===== src/rtl/afe_spi_pkg.sv =====
// afe_spi_pkg: shared types and constants for the AFE serial writer.
//   state_e     - transaction FSM states
//   MIN_*       - lowest legal parameter values
//   phase_count - number of SPI phases in one transaction
package afe_spi_pkg;

  typedef enum logic [2:0] {
    IDLE  = 3'd0,
    SETUP = 3'd1,
    HIGH  = 3'd2,
    LOW   = 3'd3,
    LATCH = 3'd4,
    GAP   = 3'd5
  } state_e;

  localparam int unsigned MIN_WORD_WIDTH  = 1;
  localparam int unsigned MIN_HALF_PERIOD = 1;
  localparam int unsigned MIN_LE_PHASES   = 1;
  // Shortest legal transaction: one bit, one LE phase.
  localparam int unsigned MIN_PHASES      = 2 * MIN_WORD_WIDTH + MIN_LE_PHASES + 2;

  // SETUP + (HIGH, LOW) per bit + LATCH phases + GAP.
  function automatic int unsigned phase_count(input int unsigned word_width,
                                              input int unsigned le_phases);
    return 2 * word_width + le_phases + 2;
  endfunction

endpackage


===== src/rtl/afe_spi_tick.sv =====
// afe_spi_tick: HALF_PERIOD prescaler producing a one-cycle phase-end strobe.
//   clk_i       - system clock
//   rst_ni      - async active-low reset
//   restart_i   - synchronous restart; the next cycle is the first of a phase
//   phase_end_o - registered strobe, high in the last cycle of each phase
module afe_spi_tick #(
  parameter int unsigned HALF_PERIOD = 5
) (
  input  logic clk_i,
  input  logic rst_ni,
  input  logic restart_i,
  output logic phase_end_o
);

  localparam int unsigned CNT_W = $clog2(HALF_PERIOD + 1);
  localparam logic [CNT_W-1:0] LAST = CNT_W'(HALF_PERIOD - 1);

  logic [CNT_W-1:0] cnt_q, cnt_d;
  logic             phase_end_q;

  // Counter position for the next cycle.
  always_comb begin
    cnt_d = cnt_q + CNT_W'(1);
    if (restart_i || cnt_q == LAST) cnt_d = '0;
  end

  // Strobe is registered from the next count so it lines up with the last cycle.
  always_ff @(posedge clk_i or negedge rst_ni) begin
    if (!rst_ni) begin
      cnt_q       <= '0;
      phase_end_q <= 1'b0;
    end else begin
      cnt_q       <= cnt_d;
      phase_end_q <= (cnt_d == LAST);
    end
  end

  assign phase_end_o = phase_end_q;

endmodule


===== src/rtl/afe_spi_writer.sv =====
// afe_spi_writer: shifts a CPU word MSB-first to one of two AFE boards, then
// pulses that board's latch enable.
//   sysClk, sysReset_n       - clock, async active-low reset
//   start, sel, txData       - request strobe, board select, word (sampled with start)
//   busy, done, overrun      - in progress, end-of-transaction pulse, sticky start-while-busy
//   AFE_SPI_CLK/SDI/LE [1:0] - per-board SPI pins, unselected board held at 0
module afe_spi_writer
  import afe_spi_pkg::*;
#(
  parameter int unsigned WORD_WIDTH  = 16,
  parameter int unsigned HALF_PERIOD = 5,
  parameter int unsigned LE_PHASES   = 2
) (
  input  logic                  sysClk,
  input  logic                  sysReset_n,
  input  logic                  start,
  input  logic                  sel,
  input  logic [WORD_WIDTH-1:0] txData,
  output logic                  busy,
  output logic                  done,
  output logic                  overrun,
  output logic [1:0]            AFE_SPI_CLK,
  output logic [1:0]            AFE_SPI_SDI,
  output logic [1:0]            AFE_SPI_LE
);

  localparam int unsigned BIT_W = $clog2(WORD_WIDTH + 1);
  localparam int unsigned LE_W  = $clog2(LE_PHASES + 1);

  if (WORD_WIDTH < MIN_WORD_WIDTH) begin : g_bad_word_width
    $error("WORD_WIDTH below minimum");
  end
  if (HALF_PERIOD < MIN_HALF_PERIOD) begin : g_bad_half_period
    $error("HALF_PERIOD below minimum");
  end
  if (LE_PHASES < MIN_LE_PHASES) begin : g_bad_le_phases
    $error("LE_PHASES below minimum");
  end
  if (phase_count(WORD_WIDTH, LE_PHASES) < MIN_PHASES) begin : g_bad_phase_count
    $error("transaction shorter than minimum");
  end

  state_e                 state_q;
  logic                   sel_q;
  logic [WORD_WIDTH-1:0]  shift_q;
  logic [BIT_W-1:0]       bit_cnt_q;
  logic [LE_W-1:0]        le_cnt_q;
  logic                   busy_q, done_q, overrun_q;
  logic [1:0]             clk_q, sdi_q, le_q;

  logic                   accept_c;
  logic                   phase_end_c;
  logic [1:0]             sel_mask_c, start_mask_c;
  logic [WORD_WIDTH-1:0]  shift_nxt_c;

  assign accept_c     = start && (state_q == IDLE);
  assign sel_mask_c   = sel_q ? 2'b10 : 2'b01;
  assign start_mask_c = sel ? 2'b10 : 2'b01;
  // Zeros shift in, so the MSB is 0 once every data bit has gone out.
  assign shift_nxt_c  = shift_q << 1;

  afe_spi_tick #(
    .HALF_PERIOD (HALF_PERIOD)
  ) u_tick (
    .clk_i       (sysClk),
    .rst_ni      (sysReset_n),
    .restart_i   (accept_c),
    .phase_end_o (phase_end_c)
  );

  // Transaction FSM; per-board pins are registered with the select mask applied.
  always_ff @(posedge sysClk or negedge sysReset_n) begin
    if (!sysReset_n) begin
      state_q   <= IDLE;
      sel_q     <= 1'b0;
      shift_q   <= '0;
      bit_cnt_q <= '0;
      le_cnt_q  <= '0;
      busy_q    <= 1'b0;
      done_q    <= 1'b0;
      overrun_q <= 1'b0;
      clk_q     <= 2'b00;
      sdi_q     <= 2'b00;
      le_q      <= 2'b00;
    end else begin
      done_q <= 1'b0;
      if (accept_c) begin
        state_q   <= SETUP;
        sel_q     <= sel;
        shift_q   <= txData;
        bit_cnt_q <= BIT_W'(WORD_WIDTH);
        busy_q    <= 1'b1;
        overrun_q <= 1'b0;
        clk_q     <= 2'b00;
        le_q      <= 2'b00;
        sdi_q     <= txData[WORD_WIDTH-1] ? start_mask_c : 2'b00;
      end else begin
        // Not accepted, so any start here arrived while busy.
        if (start) overrun_q <= 1'b1;
        if (phase_end_c) begin
          case (state_q)
            SETUP: begin
              state_q <= HIGH;
              clk_q   <= sel_mask_c;
            end
            HIGH: begin
              state_q   <= LOW;
              clk_q     <= 2'b00;
              shift_q   <= shift_nxt_c;
              bit_cnt_q <= bit_cnt_q - BIT_W'(1);
              sdi_q     <= shift_nxt_c[WORD_WIDTH-1] ? sel_mask_c : 2'b00;
            end
            LOW: begin
              if (bit_cnt_q != '0) begin
                state_q <= HIGH;
                clk_q   <= sel_mask_c;
              end else begin
                state_q  <= LATCH;
                sdi_q    <= 2'b00;
                le_q     <= sel_mask_c;
                le_cnt_q <= LE_W'(LE_PHASES);
              end
            end
            LATCH: begin
              if (le_cnt_q == LE_W'(1)) begin
                state_q <= GAP;
                le_q    <= 2'b00;
              end else begin
                le_cnt_q <= le_cnt_q - LE_W'(1);
              end
            end
            GAP: begin
              state_q <= IDLE;
              busy_q  <= 1'b0;
              done_q  <= 1'b1;
            end
            default: state_q <= IDLE;
          endcase
        end
      end
    end
  end

  assign busy        = busy_q;
  assign done        = done_q;
  assign overrun     = overrun_q;
  assign AFE_SPI_CLK = clk_q;
  assign AFE_SPI_SDI = sdi_q;
  assign AFE_SPI_LE  = le_q;

endmodule


===== config.mk =====
export PLATFORM = sky130hd
export DESIGN_NAME = afe_spi_writer
export DESIGN_NICKNAME = d
export VERILOG_FILES = /design/src/rtl/afe_spi_pkg.sv /design/src/rtl/afe_spi_tick.sv /design/src/rtl/afe_spi_writer.sv
export SDC_FILE = /design/constraint.sdc
export NUM_CORES = 1
export LEC_CHECK = 0
export ABC_AREA = 1
export BUFFER_PORTS_ARGS = -buffer_cell sky130_fd_sc_hd__buf_2
export CAP_MARGIN = 20
export CORE_ASPECT_RATIO = 0.8
export CORE_MARGIN = 4
export CORE_UTILIZATION = 51
export DETAILED_ROUTE_END_ITERATION = 12
export PLACE_DENSITY_LB_ADDON = 0.3
export SKIP_CTS_REPAIR_TIMING = 1
export SLEW_MARGIN = 10
export SYNTH_ARGS = -nofsm -noshare
export SYNTH_HDL_FRONTEND = slang
export SYNTH_SLANG_ARGS = --single-unit

===== constraint.sdc =====
create_clock -name sysClk -period 1.3 [get_ports sysClk]
set_clock_uncertainty 0.1 [all_clocks]
set_input_delay 0.195 -clock sysClk [delete_from_list [all_inputs] [get_ports sysClk]]
set_output_delay 0.195 -clock sysClk [all_outputs]
set_load 0.01 [all_outputs]

==> results.txt, run 1 <==
----------------------------------------------------
[Floorplanning]
  Chip width ... between 70 and 80 um
  Top-Level Pins ... 29
  Std-Cell Rows ... 20
  Initial core utilization ... between 50 and 60%
  Die area ... 0.00515 mm^2
  Height of the die ... 65.0 um
  Placeable core region ... roughly 0.0039 mm^2

[Synthesis]
  Number of flops mapped to enable cells by yosys ... 0
  Average cell area after synthesis ... between 8 and 9 um^2
  Fraction of synthesized cell area taken by the top area cell type ... 47.2%
  Dominant cell type by area after synthesis ... sky130_fd_sc_hd__dfrtp_1
  Syn Nets ... 278
  Register area share after synthesis ... 47.2%
  Number of distinct library cells after synthesis ... 30
  Cells after Synth ... 254
  Cell types occupying the most area after synthesis ... sky130_fd_sc_hd__dfrtp_1, sky130_fd_sc_hd__nand2_1, sky130_fd_sc_hd__inv_1, sky130_fd_sc_hd__o21ai_1, sky130_fd_sc_hd__buf_6
  Number of storage elements in the synthesis netlist ... 39
  Area of the mapped netlist ... roughly 0.0021 mm^2
  Leading register cell type out of synthesis ... sky130_fd_sc_hd__dfrtp_1
  FFs w/ async S/R, synth ... 100%
  Ys Warns ... 0

[Run status]
  Violated checks ... setup timing
  Result of the run ... complete, but fails checks

[CTS]
  Clock tree from TritonCTS ... built
  Skew-Pair Late Insertion Delay ... roughly 300 ps
  Clock tree root driver cell ... sky130_fd_sc_hd__clkbuf_8
  Number of clock buffers inserted by TritonCTS ... 5
  Clock transition time at the flip-flop clock pins of the worst setup and hold paths ... 80 ps
  Number of buffers on the longest clock path ... 2
  CTS Sinks ... 39
  CTS HTree Levels ... 2

[Final layout]
  Synth-to-Final Area Change ... 41.6%
  Multi-input gate area in the final layout ... 0.00108 mm^2
  Share of layout cells above drive strength 1 ... 45.1%
  Layout net count ... 342
  Filler cell count ... around 250
  Final Non-Filler Cells ... 374
  Storage cell area ... just under 0.001 mm^2
  Number of antenna repair diodes ... 0

[Drt]
  Pre-Repair DR Iteration Count ... 4
  Final routed DRC violation total ... 0
  Vias per std cell ... 5.17
  Number of DRC violations after detailed-routing iteration 0 ... 136
  Antenna viol nets, final ... 0
  Routed WL per cell ... approximately 15 um
  Total wire length after detailed routing ... 5430 um
  Via count ... a little under 2000

[Timing]
  Hold slack ... 29.9 ps
  RSZ-0062 raised after global routing ... yes
  Transition time at the pin with the least slew margin ... approximately 400 ps
  Crit path setup slack, layout ... -167 ps
  Final Cycle Share ... 113%
  Slew Limit Headroom ... 73.6%
  Slew Viols, Final ... 0
  Setup tns final ... -4060 ps
  Final setup violating endpoints ... 34
  Maximum achievable frequency ... 682 MHz
  Hold Vio Cnt, Final ... 0
  Shortest period the worst path allows ... ~1500 ps

[Run]
  Max-capacitance violation count ... 0

[Power]
  Cell area power density ... between 2000 and 2500 mW/mm^2
  Maximum vdd ir drop ... 0.00136 V
  Static leakage ... 1.54 nW

[Worst setup path]
  Required @ worst endpoint ... 1390 ps
  Sort of element at the start of the critical path ... flip-flop
  Endpoint type of the worst setup path ... flip-flop
  Crit Path Category ... reg2reg
  Data arrival, critical path ... 1550 ps
  Maximum fanout along the worst path ... 9

[Placed design]
  Dpl hpwl ... approximately 3300 um
  Pre-CTS WS ... -133 ps
  Instance count after placement with tap cells included ... 358
  # port buffers ... 28
  Global placer's final weighted congestion ... between 0.9 and 1

[Global routing]
  Vias in the first global route ... 1686
  Global route overflow ... 0
  Global-route usage over all layers ... 18.6%
  Pin count of the biggest net entering global routing ... 33
  Initial antenna violation count ... 0
  Wire length of the first global-routing pass ... roughly 7400 um

[Min path]
  Worst hold path class ... in2reg

----------------------------------------------------
[worst paths after layout]
| path | from | end | slack (ps) | cells after the start |
|---|---|---|---|---|
| max in group asynchronous | sysReset_n | shift_q[11] | 400 | 3 |
| setup reg to reg | state_q[1] | AFE_SPI_LE[1] | -170 | 7 |
| setup / recovery | state_q[1] | AFE_SPI_LE[1] | -170 | 7 |
| hold / removal | txData[0] | shift_q[0] | 30 | 3 |
| min in group asynchronous | sysReset_n | bit_cnt_q[4] | 250 | 2 |
| hold reg to reg | u_tick.cnt_q[0] | u_tick.cnt_q[0] | 380 | 1 |
[where the power goes]
part	total (W)	internal, W	leakage (nW)	switching [W]
registers	0.00212	0.00172	0.489	0.000405
logic	0.00381	0.00171	1.01	0.00210
clock network	0.000888	0.000433	0.0474	0.000455
[placed cells by master (no fill, tap or decap), types with 2 or more instances in the layout]
cell type	instances
sky130_fd_sc_hd__nand3_2	5
sky130_fd_sc_hd__nor2_1	6
sky130_fd_sc_hd__o21ai_1	23
sky130_fd_sc_hd__nand4_1	8
sky130_fd_sc_hd__nor2_4	3
sky130_fd_sc_hd__dfrtp_1	36
sky130_fd_sc_hd__clkinv_4	2
sky130_fd_sc_hd__nand2_2	11
sky130_fd_sc_hd__nand3_1	7
sky130_fd_sc_hd__o21ai_0	3
sky130_fd_sc_hd__clkbuf_16	2
sky130_fd_sc_hd__buf_4	25
sky130_fd_sc_hd__ha_1	3
sky130_fd_sc_hd__inv_1	29
sky130_fd_sc_hd__dfrtp_2	3
sky130_fd_sc_hd__nand2_4	14
sky130_fd_sc_hd__o21ai_2	14
sky130_fd_sc_hd__buf_6	5
sky130_fd_sc_hd__nand2_1	53
sky130_fd_sc_hd__buf_12	5
sky130_fd_sc_hd__buf_2	28
sky130_fd_sc_hd__clkbuf_8	6
sky130_fd_sc_hd__inv_2	7
sky130_fd_sc_hd__nor3_2	2
sky130_fd_sc_hd__nor2_2	2
sky130_fd_sc_hd__inv_4	2
[Yosys cell counts (3+ instances only)]
library cell,n
sky130_fd_sc_hd__buf_6,6
sky130_fd_sc_hd__dfrtp_1,39
sky130_fd_sc_hd__ha_1,4
sky130_fd_sc_hd__inv_1,36
sky130_fd_sc_hd__inv_2,3
sky130_fd_sc_hd__nand2_1,75
sky130_fd_sc_hd__nand3_1,12
sky130_fd_sc_hd__nand4_1,8
sky130_fd_sc_hd__nor2_1,8
sky130_fd_sc_hd__nor3_1,3
sky130_fd_sc_hd__o21ai_0,11
sky130_fd_sc_hd__o21ai_1,24
sky130_fd_sc_hd__o21ai_2,5
[flip-flops by register name (all words and copies together) (netlist names)]
register	cells
le_cnt_q	2
u_tick.cnt_q	3
u_tick.phase_end_o	1
AFE_SPI_SDI	2
shift_q	15
AFE_SPI_LE	2
sel_q	1
bit_cnt_q	5
done	1
overrun	1
AFE_SPI_CLK	2
busy	1
state_q	3
[through the flow]
| step | power (W) | cell area (um^2) | utilization, % |
|---|---|---|---|
| 6_report | 0.00682 | 2930 | 76.0 |
| 5_1_grt | 0.00733 | 2930 | 76.0 |
| 4_1_cts | 0.00589 | 2620 | 68.0 |
| 3_5_place_dp | 0.00499 | 2520 | 65.4 |
| 3_3_place_gp | 0.00489 | 2520 | 65.4 |
| 2_1_floorplan | 0.00403 | 2120 | - |
[layout make-up]
type,instances,area share (%)
clock inverters,2,0.555
repair buffers,66,18.6
well taps,55,2.35
inverters,39,5.34
flip-flops and latches,39,33.4
clock buffers,6,2.82
multi-input cells,167,36.9
[cells by family after synthesis]
family          share of synthesized area, %
fa+ha+maj                               2.42
compound gates                          12.5
simple gates                            25.8
flops                                   47.2
xor+xnor                               0.423
buf+inv                                 11.7
[metal layers]
metal	GRT usage, %	wire length, um	up-vias
met5	0	0	-
met4	6.65	115	0
met3	4.17	244	17
met2	28.9	2660	67
met1	25.8	2410	906
li1	-	-	944
[worst max-delay path: stages (launching register included)]
cell and delay (ps):
sky130_fd_sc_hd__dfrtp_2 440, sky130_fd_sc_hd__nor2_4 190, sky130_fd_sc_hd__nand2_4 130, sky130_fd_sc_hd__buf_12 160, sky130_fd_sc_hd__nand2_4 60, sky130_fd_sc_hd__nand2_4 70, sky130_fd_sc_hd__o21ai_2 140, sky130_fd_sc_hd__nand2_1 60
Note: power is estimated with default switching activity, not from simulation.
==> run 2: changes to the inputs <==
--- a/config.mk
+++ b/config.mk
@@ -8,7 +8,7 @@
 export ABC_AREA = 1
 export BUFFER_PORTS_ARGS = -buffer_cell sky130_fd_sc_hd__buf_2
 export CAP_MARGIN = 20
-export CORE_ASPECT_RATIO = 0.8
+export CORE_ASPECT_RATIO = 0.75
 export CORE_MARGIN = 4
 export CORE_UTILIZATION = 51
 export DETAILED_ROUTE_END_ITERATION = 12
==> results.txt, run 2 (synthesis results as in run 1) <==
----------------------------------------------------
[Run status]
  Result of the run ... complete, but fails checks
  Violated checks ... setup timing

[Placed design]
  Global placer's final weighted congestion ... 0.875 (-12%)
  Post-DP Area ... 0.00248 mm^2 (-1.5%)
  # port buffers ... 28 (unchanged)
  Instance count after placement with tap cells included ... 352 (-1.7%)
  Dpl hpwl ... 3090 um (-7.1%)

[Min path]
  Worst hold path class ... in2reg
  Launch point of the worst hold path ... txData[0]
  Hold path depth ... 3 (unchanged)
  Worst-case hold path end point ... shift_q[0]

[Global routing]
  Initial antenna violation count ... 0 (unchanged)
  Wire length of the first global-routing pass ... 7610 um (+2.5%)
  Vias in the first global route ... 1660 (-1.5%)
  Pin count of the biggest net entering global routing ... 40 (+21%)
  Global-route usage over all layers ... 19.0% (+0.31 points)
  Global route overflow ... 0 (unchanged)

[Floorplanning]
  Chip width ... 81.6 um (+2.9%)
  Height of the die ... 63.2 um (-2.8%)
  Std-Cell Rows ... 19 (-5.0%)
  Die area ... 0.00515 mm^2 (about the same)
  Top-Level Pins ... 29 (unchanged)
  Initial core utilization ... 54.8% (+1.0 points)
  Placeable core region ... 0.00378 mm^2 (-1.9%)

[Timing]
  Final setup violating endpoints ... 38 (+12%)
  Slew Viols, Final ... 0 (unchanged)
  Final Cycle Share ... 117% (+4.6 points)
  Shortest period the worst path allows ... 1530 ps (+60.3 ps)
  Hold Vio Cnt, Final ... 0 (unchanged)
  Transition time at the pin with the least slew margin ... 347 ps (-48.5 ps)
  Setup tns final ... -5810 ps (-1750 ps)
  Crit path setup slack, layout ... -227 ps (-60.3 ps)
  Slew Limit Headroom ... 76.7% (+3.0 points)
  Maximum achievable frequency ... 655 MHz (-3.9%)
  RSZ-0062 raised after global routing ... yes

[Final layout]
  Filler cell count ... 252 (-0.79%)
  Number of antenna repair diodes ... 0 (unchanged)
  Most frequent cells in the layout ... sky130_fd_sc_hd__nand2_1, sky130_fd_sc_hd__dfrtp_1, sky130_fd_sc_hd__inv_1, sky130_fd_sc_hd__buf_2, sky130_fd_sc_hd__buf_4
  Layout net count ... 341 (-0.29%)
  Final core utilization ... 76.7% (+0.62 points)
  Leading registers by flop count ... shift_q: 15 flops, bit_cnt_q: 5 flops
  Synth-to-Final Area Change ... 40.0%
  Final Non-Filler Cells ... 370 (-1.1%)
  Largest register FFs ... 15 (unchanged)
  Share of layout cells above drive strength 1 ... 42.1% (-3.0 points)
  Multi-input gate area in the final layout ... 0.00105 mm^2 (-3.1%)
  Non-Filler Cell Area, Final ... 0.00290 mm^2 (-1.1%)
  Register bank with the most flops ... shift_q
  Most common cell after layout, fill and taps aside ... sky130_fd_sc_hd__nand2_1
  Storage cell area ... 978 um^2 (-0.13%)

[Worst setup path]
  Delay of the slowest cell on the worst path ... 450 ps (about the same)
  CP top delay family ... flip-flops
  Startpoint of the worst-slack reg-to-reg timing path ... state_q[1]
  Maximum fanout along the worst path ... 10 (+1)
  Worst path bufs/invs ... 2 (+1)
  Required @ worst endpoint ... 1380 ps (about the same)
  Slack of the worst reg-to-reg path ... -230 ps (-60 ps)
  Data arrival, critical path ... 1610 ps (+60 ps)
  Cell count of the worst reg-to-reg path ... 7 (unchanged)
  Crit Path Category ... reg2reg
  Launching element of the worst setup path ... state_q[1]
  Slowest CP cell ... sky130_fd_sc_hd__dfrtp_2
  Endpoint type of the worst setup path ... flip-flop
  Sort of element at the start of the critical path ... flip-flop
  Critical path cell sequence ... nor2_4 > nand2_4 > o21ai_4 > inv_4 > clkbuf_16 > nand2_2 > o21ai_2
  FF-to-FF End ... shift_q[1]

[Drt]
  Final routed DRC violation total ... 0 (unchanged)
  Vias per std cell ... 5.03 (-2.7%)
  Number of DRC violations after detailed-routing iteration 0 ... 121 (-11%)
  Pre-Repair DR Iteration Count ... 4 (unchanged)
  Antenna viol nets, final ... 0 (unchanged)
  Total wire length after detailed routing ... 5170 um (-4.8%)
  Routed WL per cell ... 14.0 um (-3.8%)
  Via count ... 1862 (-3.7%)

[CTS]
  Clock transition time at the flip-flop clock pins of the worst setup and hold paths ... 80 ps (about the same)
  Skew-Pair Late Insertion Delay ... 290 ps (about the same)
  Number of clock buffers inserted by TritonCTS ... 5 (unchanged)
  Clock tree from TritonCTS ... built
  Number of buffers on the longest clock path ... 2 (unchanged)
  CTS HTree Levels ... 2 (unchanged)
  Clock tree root driver cell ... sky130_fd_sc_hd__clkbuf_8
  CTS Sinks ... 39 (unchanged)

[Power]
  Share of total power consumed by net switching ... 41.7% (-1.6 points)
  Maximum vdd ir drop ... 0.00111 V (-18%)
  Reported net switching power ... 0.00285 W (-3.8%)
  Cell area power density ... 2350 mW/mm^2 (+1.2%)
  Logic pwr share ... 53.7% (-2.2 points)
  Share of power burned in registers ... 30.9% (-0.2 points)
  Post-layout total power ... 0.00682 W (about the same)
  Internal portion of total power ... 0.00397 W (+2.9%)
  Static leakage ... 1.56 nW (+0.98%)
  Relative contribution of the clock network to total power ... 15.4% (+2.4 points)

[Run]
  Max-capacitance violation count ... 0 (unchanged)

----------------------------------------------------
[run 2: how the worst max path moves through the flow]
stage          depth (start not counted)  slack [ps]       endpoint
2_1_floorplan                          8         -80     shift_q[9]
3_3_place_gp                           7        -170  AFE_SPI_LE[0]
3_5_place_dp                           7        -200  AFE_SPI_LE[0]
4_1_cts                                7        -200  AFE_SPI_LE[0]
5_1_grt                                6        -300     shift_q[8]
6_report                               7        -230     shift_q[1]
[run 2: worst reg2reg max path: stages (launching register included)]
cell and delay (ps):
sky130_fd_sc_hd__dfrtp_2 450, sky130_fd_sc_hd__nor2_4 220, sky130_fd_sc_hd__nand2_4 150, sky130_fd_sc_hd__o21ai_4 110
sky130_fd_sc_hd__inv_4 90, sky130_fd_sc_hd__clkbuf_16 180, sky130_fd_sc_hd__nand2_2 70, sky130_fd_sc_hd__o21ai_2 50
[run 2: layout make-up]
cell class | count | area share [%]
tap | 52 | 2.25
multi-input combinational | 167 | 36.2
clock inverter | 2 | 1.21
timing repair buffer | 65 | 18.1
inverter | 39 | 5.66
sequential | 39 | 33.8
clock buffer | 6 | 2.85
[run 2: power by group through the flow]
stage	combinational [W]	sequential (W)	clock, W
after floorplan	0.00201	0.00202	0
after global placement	0.00277	0.00203	0
after detailed placement	0.00285	0.00205	0
after CTS	0.00292	0.00203	0.00106
after global routing	0.00409	0.00218	0.00112
final	0.00367	0.00211	0.00105
[run 2: metal layers]
metal | vias to the layer above | GRT usage, % | routed length, um | part of all wire, %
met4 | 0 | 4.85 | 87 | 1.7
met3 | 9 | 5.27 | 188 | 3.6
met5 | - | 0 | 0 | 0
met1 | 881 | 27.7 | 2410 | 47
li1 | 933 | - | - | -
met2 | 39 | 27.4 | 2480 | 48
[run 2: metrics by stage]
step	setup slack, ps	hold slack, ps
2_1_floorplan	-77.0	-201
3_3_place_gp	-170	76.5
3_5_place_dp	-195	76.7
4_1_cts	-202	-237
5_1_grt	-302	81.6
6_report	-227	67.2
